**src/rtl/snes_mem_pkg.sv**
```systemverilog
// Shared definitions for the cartridge memory path: arbiter states, owner
// encoding and the byte-lane selector reused by the mapper modules.
package snes_mem_pkg;

    typedef enum logic [1:0] {
        IDLE    = 2'd0,
        GRANT   = 2'd1,
        RELEASE = 2'd2
    } arb_state_e;

    localparam logic OWNER_CPU = 1'b0;
    localparam logic OWNER_COP = 1'b1;

    // Byte reads return the addressed lane in [7:0] with [15:8] cleared.
    function automatic logic [15:0] byte_lane_sel(input logic [15:0] data,
                                                  input logic        word,
                                                  input logic        a0);
        logic [15:0] res;
        if (word) begin
            res = data;
        end else if (a0) begin
            res = {8'h00, data[15:8]};
        end else begin
            res = {8'h00, data[7:0]};
        end
        return res;
    endfunction

endpackage

```
**src/rtl/rom_port_arbiter.sv**
```systemverilog
// Two-port arbiter for the cartridge ROM port: CPU mapper path has priority,
// coprocessor fetch is guaranteed a grant after MAX_SKIP consecutive CPU grants.
module rom_port_arbiter
    import snes_mem_pkg::*;
#(
    parameter int ADDR_W   = 24,
    parameter int MAX_SKIP = 3
) (
    input  logic              mclk,
    input  logic              rst_n,
    input  logic              refresh,
    input  logic [ADDR_W-1:0] rom_mask,
    input  logic              cpu_req,
    input  logic [ADDR_W-1:0] cpu_addr,
    input  logic              cpu_word,
    output logic              cpu_ack,
    output logic [15:0]       cpu_q,
    input  logic              cop_req,
    input  logic [ADDR_W-1:0] cop_addr,
    input  logic              cop_word,
    output logic              cop_ack,
    output logic [15:0]       cop_q,
    output logic              rom_req,
    output logic [ADDR_W-1:0] rom_addr,
    output logic              rom_word,
    input  logic              rom_ack,
    input  logic [15:0]       rom_q,
    output logic              busy,
    output logic              owner
);

    localparam logic [3:0] SKIP_MAX = 4'(MAX_SKIP);

    arb_state_e        state_q, state_d;
    logic              rom_req_q, rom_req_d;
    logic [ADDR_W-1:0] rom_addr_q, rom_addr_d;
    logic              rom_word_q, rom_word_d;
    logic              owner_q, owner_d;
    logic [3:0]        skip_q, skip_d;
    logic              cpu_ack_q, cpu_ack_d;
    logic              cop_ack_q, cop_ack_d;
    logic [15:0]       cpu_q_q, cpu_q_d;
    logic [15:0]       cop_q_q, cop_q_d;
    logic              busy_q, busy_d;
    logic              cop_win_s;
    logic [15:0]       lane_s;

    assign cop_win_s = cop_req && (!cpu_req || (skip_q == SKIP_MAX));
    assign lane_s    = byte_lane_sel(rom_q, rom_word_q, rom_addr_q[0]);

    // Next-state, grant loading, skip counting and read-data capture.
    always_comb begin
        state_d    = state_q;
        rom_req_d  = rom_req_q;
        rom_addr_d = rom_addr_q;
        rom_word_d = rom_word_q;
        owner_d    = owner_q;
        skip_d     = skip_q;
        cpu_ack_d  = 1'b0;
        cop_ack_d  = 1'b0;
        cpu_q_d    = cpu_q_q;
        cop_q_d    = cop_q_q;
        case (state_q)
            IDLE: begin
                if (!refresh && (cpu_req || cop_req)) begin
                    rom_req_d = 1'b1;
                    state_d   = GRANT;
                    if (cop_win_s) begin
                        rom_addr_d = cop_addr & rom_mask;
                        rom_word_d = cop_word;
                        owner_d    = OWNER_COP;
                        skip_d     = 4'd0;
                    end else begin
                        rom_addr_d = cpu_addr & rom_mask;
                        rom_word_d = cpu_word;
                        owner_d    = OWNER_CPU;
                        // Only CPU grants that bypass a waiting cop count toward starvation.
                        if (cop_req && (skip_q != SKIP_MAX)) begin
                            skip_d = skip_q + 4'd1;
                        end else begin
                            skip_d = skip_q;
                        end
                    end
                end else begin
                    state_d = IDLE;
                end
            end
            GRANT: begin
                if (rom_ack) begin
                    rom_req_d = 1'b0;
                    state_d   = RELEASE;
                    if (owner_q == OWNER_COP) begin
                        cop_q_d   = lane_s;
                        cop_ack_d = 1'b1;
                    end else begin
                        cpu_q_d   = lane_s;
                        cpu_ack_d = 1'b1;
                    end
                end else begin
                    state_d = GRANT;
                end
            end
            RELEASE: begin
                state_d = IDLE;
            end
            default: begin
                state_d   = IDLE;
                rom_req_d = 1'b0;
            end
        endcase
        busy_d = (state_d != IDLE);
    end

    // State and output registers with synchronous active-low reset.
    always_ff @(posedge mclk) begin
        if (!rst_n) begin
            state_q    <= IDLE;
            rom_req_q  <= 1'b0;
            rom_addr_q <= '0;
            rom_word_q <= 1'b0;
            owner_q    <= OWNER_CPU;
            skip_q     <= 4'd0;
            cpu_ack_q  <= 1'b0;
            cop_ack_q  <= 1'b0;
            cpu_q_q    <= 16'h0000;
            cop_q_q    <= 16'h0000;
            busy_q     <= 1'b0;
        end else begin
            state_q    <= state_d;
            rom_req_q  <= rom_req_d;
            rom_addr_q <= rom_addr_d;
            rom_word_q <= rom_word_d;
            owner_q    <= owner_d;
            skip_q     <= skip_d;
            cpu_ack_q  <= cpu_ack_d;
            cop_ack_q  <= cop_ack_d;
            cpu_q_q    <= cpu_q_d;
            cop_q_q    <= cop_q_d;
            busy_q     <= busy_d;
        end
    end

    assign rom_req  = rom_req_q;
    assign rom_addr = rom_addr_q;
    assign rom_word = rom_word_q;
    assign owner    = owner_q;
    assign cpu_ack  = cpu_ack_q;
    assign cop_ack  = cop_ack_q;
    assign cpu_q    = cpu_q_q;
    assign cop_q    = cop_q_q;
    assign busy     = busy_q;

endmodule

```
**config.mk**
```make
export PLATFORM = sky130hd
export DESIGN_NAME = rom_port_arbiter
export DESIGN_NICKNAME = d
export VERILOG_FILES = /design/src/rtl/snes_mem_pkg.sv /design/src/rtl/rom_port_arbiter.sv
export SDC_FILE = /design/constraint.sdc
export NUM_CORES = 1
export LEC_CHECK = 0
export CAP_MARGIN = 40
export CORE_MARGIN = 2
export CORE_UTILIZATION = 40
export DETAILED_ROUTE_END_ITERATION = 10
export DONT_BUFFER_PORTS = 1
export PLACE_DENSITY_LB_ADDON = 0.05
export SYNTH_ARGS = -nofsm -noshare
export SYNTH_HDL_FRONTEND = slang
export SYNTH_SLANG_ARGS = --single-unit
```
**constraint.sdc**
```tcl
create_clock -name mclk -period 3.35 [get_ports mclk]
set_input_delay 0.1675 -clock mclk [delete_from_list [all_inputs] [get_ports mclk]]
set_output_delay 0.1675 -clock mclk [all_outputs]
set_load 0.05 [all_outputs]
```
# After elaboration in Yosys (flattened, before gate mapping)
# Index checks and enable logic that the tools add are counted.
# W data, S select, Z words.
[totals]
regBits = 68
latchBits = 0
ramBits = 0
rom_bits = 0
output_inout_bits = 62
mem_count = 0
[op_classes]
add_sub_neg = 1
n_mul = 0
n_div = 0
n_lt_le_gt_ge = 0
eq_ne = 6
shifts = 0
n_mux = 15
bitwise_logic = 4
reduce_logical = 16
[op_table]
columns = ["operator", "count"]
rows = [
  ["$and A24 B24 Y24", 2],
  ["$mux W24", 1],
  ["$mux W16", 1],
  ["$reduce_and A3 Y1", 5],
  ["$mux W4", 2],
  ["$mux W8", 1],
  ["$mux W1", 7],
  ["$add A4 B1 Y4 const B", 1],
  ["$eq A4 B2 Y1 const B", 1],
  ["$ne A2 B2 Y1 const B", 2],
  ["$ne A4 B2 Y1 const B", 1],
  ["$pmux W2 S2", 1],
  ["$reduce_bool A2 Y1", 2],
  ["$logic_and A1 B1 Y1", 3],
  ["$pmux W1 S3", 1],
  ["$eq A2 B1 Y1 const B", 1],
  ["$eq A2 B2 Y1 const B", 1],
  ["$logic_not A1 Y1", 2],
  ["$logic_not A2 Y1", 1],
  ["$logic_or A1 B1 Y1", 2],
  ["$mux W2", 1],
  ["$not A1 Y1", 2],
  ["$reduce_and A2 Y1", 1],
]

# Depth between registers and ports, before layout
# Gate-level depths: netlist of the first run.
[logic_depth]
ltp_word = 5
ltp_mapped = 6
mapped_depth_nobuf = 4

# Worst setup path after synthesis of the first run
# No wires, ideal clock.
[synth_path]
path_kind = "flip-flop to flip-flop"
from = "register rom_word_q (netlist: rom_word)"
to = "register cop_q_q[5] (netlist: cop_q[5])"
setup_time_ns = 0.134
arrival_time_ns = 1.507
path_slack_ns = 1.709
path_stages_with_launch = 6
period_less_slack_ns = 1.641
path_cell_list = "dfxtp_1 -> buf_2 -> nand2b_1 -> buf_2 -> mux2i_1 -> a211oi_1"
[synth_between]
elab_chain_len = 1
[synth_rtl]
columns = ["item", "line", "source"]
rows = [
  ["start: declaration", "rom_port_arbiter.sv:37", "logic rom_word_q, rom_word_d;"],
  ["start signal: assignment", "rom_port_arbiter.sv:132", "rom_word_q <= rom_word_d;"],
  ["$mux W16", "snes_mem_pkg.sv:19", "if (word) begin"],
  ["end signal: assignment", "rom_port_arbiter.sv:138", "cop_q_q <= cop_q_d;"],
  ["end: declaration", "rom_port_arbiter.sv:43", "logic [15:0] cop_q_q, cop_q_d;"],
]
# No other way between the ends.
# A chain may end at the register's enable or synchronous reset.

# Worst setup path in the final report of the first run
[layout_path]
from = "register owner_q (netlist: owner)"
to = "register cop_q_q[2] (netlist: cop_q[2])"
[layout_between]
elab_chain_len = 1
[layout_rtl]
columns = ["item", "line", "source"]
rows = [
  ["start: declaration", "rom_port_arbiter.sv:38", "logic owner_q, owner_d;"],
  ["start signal: assignment", "rom_port_arbiter.sv:133", "owner_q <= owner_d;"],
  ["$reduce_and A3 Y1 (no line)", "--", ""],
]
# No other way between the ends.

==> run metrics, run 1 <==
status finished, final reports clean; Area Growth Syn to Fin 17.3%; top-area cell type share of the netlist area 43.3%; initial antenna violation count 0; Most used DFF post-synth dfxtp_1; DR iter-0 viols 125; top post-synthesis cells by area dfxtp_1, a21oi_1, nand3_1, o32ai_1, nor3_1; R2R depth 3; Clock transition at path regs approximately 0.080 ns; Top Usage Layer GRT met2; Crit Path Max Fanout 24; commonest non-fill, non-tap cells in the layout dfxtp_1, a21oi_1, nand3_1; multi-input logic area 1480 um^2; Initial Util 40.9%; FF/Latch Area 1360 um^2; Post-Layout Cell Count approximately 490; WP data arrival 2.29 ns; largest net degree at the start of global routing 38; Ys Warns 0; I/O Buffers 0; CTS tree yes; fin crit share roughly three fifths; CP Launch Type flip-flop; antenna-violating nets left 0; postcts setup bufs 0; diode count 0; Filler cells 772; # DRC 0; total core area 7690 um^2; peak supply drop between 0.0002 and 0.00025 V; number of enable flip-flop cells after synthesis 0; pwr dens 495 nW/um^2; RSZ-0062 raised after global routing false; minimum clock period just over 2 ns; Row Count 32; Cells after DPL 438; Hold Crit Class primary input to flip-flop; RR Startpoint owner; Die Wd approximately 93 um; Mapped Nets 460; latest clock arrival within the worst-skew pair 0.35 ns; fmax 0.493 GHz; Final #Nets around 480; via count 2,810; Worst slew margin a little over two fifths; Worst R2R End cop_q[2]; IO Count 158; setup slack, reg-to-reg around 1.3 ns; die height approximately 90 um; CTS max path bufs 2; grt met3 use 6.67%; GRT overflow 0; Post-synth ARST share 0%; Setup CP Type flip-flop to flip-flop; end of the critical path cop_q[2]; average wire per standard cell 18.6 um; first drt pass iteration count 4; most common cell after layout, fill and taps aside dfxtp_1; Slew Viols, Final 0; routability cong. ~0.75; M1 GR Usage between 20% and 30%; Seq/Total Area, Yosys between 40% and 50%; #FFs+latches synth 68; Final setup viols 0; Vias/cell 5.75; post-synthesis average cell area approximately 8.7 um^2; H-Tree Level Count 3; DP Wirelength 5940 um; WL final 9110 um; CP endpoint kind flip-flop; gr usage total 20.8%; root buf cell clkbuf_8; CTS Buf Count 9; post-synthesis cell count 363; Lkg Pwr about 1.2 nW; met2 usage a little under a third; worst slew pin tran 0.855 ns; final-report hold violation count 0; Max-Cap Viols 0; Layout Skew 0.0122 ns; Post-Syn Area 3140 um^2; first-pass GRT wire length 14,100 um; CP startpoint owner; CP required 3.61 ns; Sum Neg Setup Slack 0 ns; CTS sink count 68; Synth area leader dfxtp_1; vias in the first global route approximately 2,700; layout cell share with drive strength beyond 1 9.56%; die area 8580 um^2; Yosys cell types 43
[cell usage after synthesis, types with 3 or more instances]
| cell | n |
|---|---|
| dfxtp_1 | 68 |
| clkbuf_1 | 3 |
| nor3_1 | 25 |
| o32ai_1 | 22 |
| nand2_1 | 21 |
| nand3_1 | 42 |
| buf_4 | 7 |
| mux2i_1 | 8 |
| o21ai_0 | 3 |
| buf_6 | 6 |
| a211oi_1 | 16 |
| inv_1 | 25 |
| buf_2 | 16 |
| o32ai_2 | 3 |
| a21oi_1 | 43 |
| o21a_1 | 3 |
| nor2_1 | 20 |
| nand2b_1 | 4 |
[per-stage QoR]
stage | hold WS [ns] | worst slack [ns] | util, % | instance area [um^2] | total power, mW
4_1_cts | 0.00412 | 1.30 | 48.0 | 3690 | 1.84
3_3_place_gp | 0.292 | 1.37 | 40.4 | 3110 | 1.11
3_5_place_dp | 0.289 | 1.31 | 40.8 | 3140 | 1.11
2_1_floorplan | 0.313 | 1.71 | - | 3140 | 1.09
5_1_grt | 0.0105 | 1.12 | 48.0 | 3690 | 1.91
6_report | 0.0165 | 1.32 | 48.0 | 3690 | 1.82
[state kept, by name (all words and copies together), names as in the netlist, 2 cells and up]
register  flops
cop_q        16
cpu_q        16
rom_addr     24
skip_q        4
state_q       2
[cell type report]
cell class / count / share of cell area (%)
multi-input cells: 235 / 40.2
repair buffers: 42 / 11.3
flip-flops and latches: 68 / 36.9
clock inverters: 7 / 2.07
well taps: 102 / 3.46
clock buffers: 9 / 3.36
inverters: 26 / 2.65
[power by group]
group | switching (mW) | internal, mW
clock network | 0.344 | 0.347
logic | 0.107 | 0.0876
registers | 0.104 | 0.834
total | 0.555 | 1.27
[per-layer routing]
| layer | share of wire, % | up-vias |
|---|---|---|
| li1 | - | 1350 |
| met1 | 44 | 1335 |
| met2 | 47 | 110 |
| met3 | 7.4 | 15 |
| met4 | 1.9 | 0 |
| met5 | 0 | - |
[cell families (layout without fill, tap and decap cells)]
family                   count (synthesis)  count (layout)  share of synthesized area [%]
AO/OA/AOI/OAI                           99              99                           22.4
adder cells (fa/ha/maj)                  1               1                          0.398
buffers and inverters                   60              84                           10.1
flip-flops                              68              68                           43.3
multiplexers                             8               8                           2.55
AND/OR/NAND/NOR                        127             127                           21.3
[repair_timing]
action                                  in CTS  in global routing
gates resized for setup                      0                  0
hold buffers                                35                  0
endpoints found under the setup margin       0                  0
hold endpoints to repair                    48                  0
[critical path: stages, from the launching register on]
cell      delay (ns)
dfxtp_1         0.76
and4b_1         0.87
nor2_1          0.08
a211oi_1        0.23
[worst min-delay path by stage]
stage,start,end,slack (ns),cells after the start
after global routing,rom_ack,state_q[0],0.01,2
final,cpu_word,rom_word,0.02,2
after floorplan,rom_ack,state_q[1],0.31,1
after global placement,rst_n,busy,0.29,1
after detailed placement,rst_n,state_q[0],0.29,1
after CTS,cpu_word,rom_word,0.004,2
(Power assumes the default switching activity.)
==> run 2: changes to the inputs <==
- ABC_AREA: not set -> 1
- clock period: 3.35 -> 1.6 ns (I/O delays scaled with it)
==> run metrics, run 2 <==
GRT overflow 0 (unchanged); Hold Slack 0.0183 ns (+0.00175 ns); Post-synth ARST share 0% (unchanged); hold path startpoint cop_addr[4]; Sum Neg Setup Slack 0 ns (unchanged); Area Growth Syn to Fin 48.4%; top-area cell type share of the netlist area 44.8% (+1.5 points); Final #Nets 631 (+32%); Vias/cell 4.97 (-13%); diode count 0 (unchanged); H-Tree Level Count 3 (unchanged); R2R depth 6 (+3); DP Wirelength 5610 um (-5.6%); peak supply drop 0.000598 V (+180%); top post-synthesis cells by area dfxtp_1, nand3_1, o21ai_0, a21oi_1, inv_1; multi-input logic area 1280 um^2 (-13%); die height 91.2 um (-1.6%); Max-Cap Viols 0 (unchanged); first drt pass iteration count 4 (unchanged); M1 GR Usage 24.6% (-3.6 points); Hold Crit Class primary input to flip-flop; latest clock arrival within the worst-skew pair 0.34 ns (about the same); Layout Utilization 61.9% (+14 points); Lkg Pwr 2.11 nW (+71%); Synth area leader dfxtp_1; Crit Path Max Fanout 3 (-88%); Cells after DPL 550 (+26%); Post-Layout Cell Count 638 (+30%); Slew Viols, Final 0 (unchanged); RSZ-0062 raised after global routing false; CTS Buf Count 9 (unchanged); CP required 1.88 ns (-1.73 ns); total core area 7290 um^2 (-5.1%); Hold Path End rom_addr[4]; Initial Util 41.7% (+0.79 points); CTS resizes 0 (unchanged); initial antenna violation count 0 (unchanged); # DRC 0 (unchanged); Most used DFF post-synth dfxtp_1; IO Count 158 (unchanged); grt met3 use 7.47% (+0.80 points); DR iter-0 viols 199 (+59%); Post-synth top cells dfxtp_1, nand3_1, inv_1, o21ai_0, nand2_1; WL final 8630 um (-5.3%); RR Startpoint state_q[1]; root buf cell clkbuf_8; via count 3,174 (+13%); Worst R2R End rom_req; Final setup viols 0 (unchanged); minimum clock period 1.41 ns (-0.614 ns); layout cell share with drive strength beyond 1 17.1% (+7.5 points); placed inst area 3530 um^2 (+13%); fmax 0.708 GHz (+43%); first-pass GRT wire length 14,300 um (+1.4%); Filler cells 648 (-16%); Post-Syn Area 3040 um^2 (-3.3%); post-synthesis cell count 412 (+13%); commonest non-fill, non-tap cells in the layout dlygate4sd3_1, dfxtp_1, nand3_1, buf_4, inv_1; Hold Path Cell Cnt 4 (+2); post-synthesis average cell area 7.38 um^2 (-15%); die area 8310 um^2 (-3.2%); final-report hold violation count 0 (unchanged); total power 4.52 mW (+150%); count leader, synth dfxtp_1; antenna-violating nets left 0 (unchanged); Worst slew margin 39.0% (-3.9 points); fin crit share 88.3% (+28 points); Layout Skew 0.0101 ns (-0.00212 ns); WP data arrival 1.69 ns (-0.60 ns); average wire per standard cell 13.5 um (-27%); Setup WS post-layout 0.187 ns (-1.14 ns); Seq/Total Area, Yosys 44.8% (+1.5 points); Top Usage Layer GRT met2; CTS sink count 68 (unchanged); Mapped Nets 509 (+11%); CTS tree yes; Clock transition at path regs 0.08 ns (about the same); status finished, final reports clean; gr usage total 20.9% (+0.083 points); CTS Hold Bufs 72 (+110%); Finished Cell Area 4510 um^2 (+22%); postcts setup bufs 0 (unchanged); #FFs+latches synth 68 (unchanged); pre-CTS setup slack 0.269 ns (-1.04 ns); vias in the first global route 3,062 (+15%); CP endpoint kind flip-flop; Row Count 31 (-3.1%); FF/Latch Area 1360 um^2 (unchanged); Die Wd 91.2 um (-1.6%); largest net degree at the start of global routing 59 (+55%); routability cong. 0.760 (+1.2%); Largest register FFs 24 (unchanged); worst slew pin tran 0.912 ns (+0.0568 ns); setup slack, reg-to-reg 0.19 ns (-1.14 ns); pwr dens 1000 nW/um^2 (+100%); Setup CP Type flip-flop to flip-flop; Ys Warns 0 (unchanged); Yosys cell types 27 (-37%); CP Launch Type flip-flop; I/O Buffers 0 (unchanged); CTS max path bufs 2 (unchanged); most common cell after layout, fill and taps aside dlygate4sd3_1; met2 usage 36.7% (+5.2 points); number of enable flip-flop cells after synthesis 0 (unchanged)
## run 2: cell count changes after synthesis, moves of 4 or more
cell,change
buf_4,-4
o21ai_0,+52
nand2_1,+33
nand2b_1,-4
clkbuf_1,+5
nand3_1,+20
inv_1,+33
a211oi_1,-15
mux2i_1,-8
buf_2,-7
o32ai_1,-22
nor3_1,-23
a31oi_1,+16
nor2_1,-10
## run 2: cell type report
type | instances | area share (%)
multi-input combinational | 256 | 28.5
tap | 99 | 2.75
inverter | 62 | 5.21
clock buffer | 10 | 3.05
timing repair buffer | 137 | 27.9
sequential | 68 | 30.2
clock inverter | 6 | 2.47
## run 2: power breakdown
group          total, mW  internal [mW]  leakage (nW)  switching (mW)
Clock               1.72           1.08         0.122           0.647
Sequential          1.83           1.78         0.555          0.0474
Combinational      0.967          0.352          1.43           0.615
Total               4.52           3.21          2.11            1.31
## run 2: routing by layer
layer | part of all wire (%) | wire length [um]
met1 | 42 | 3670
met2 | 49 | 4230
met3 | 7.3 | 632
met4 | 1.2 | 101
met5 | 0 | 0
## run 2: logic make-up (layout without fill, tap and decap cells)
kind of cell,count (synthesis),after routing,share of synthesized area [%]
flops,68,68,44.8
buf+inv,88,215,12.9
simple gates,136,136,21.2
xor+xnor,1,1,0.288
fa+ha+maj,1,1,0.412
compound gates,118,118,20.3
## run 2: worst max path at each step
| stage | startpoint | end | slack [ns] | cells after the start |
|---|---|---|---|---|
| final | state_q[1] | rom_req | 0.19 | 6 |
| after global routing | state_q[1] | rom_req | 0.01 | 6 |
| after floorplan | rom_addr[0] | cpu_q[7] | 0.09 | 5 |
| after CTS | state_q[1] | rom_req | 0.20 | 6 |
| after global placement | skip_q[0] | rom_addr[14] | 0.30 | 7 |
| after detailed placement | skip_q[0] | rom_addr[4] | 0.27 | 7 |
## run 2: critical path, cell delays in order (launching register included)
cell and delay [ns]:
dfxtp_1 0.32, inv_1 0.10, nand2_1 0.06, nor2_1 0.13, o21ai_0 0.08, dlygate4sd3_1 0.57, a21oi_1 0.10
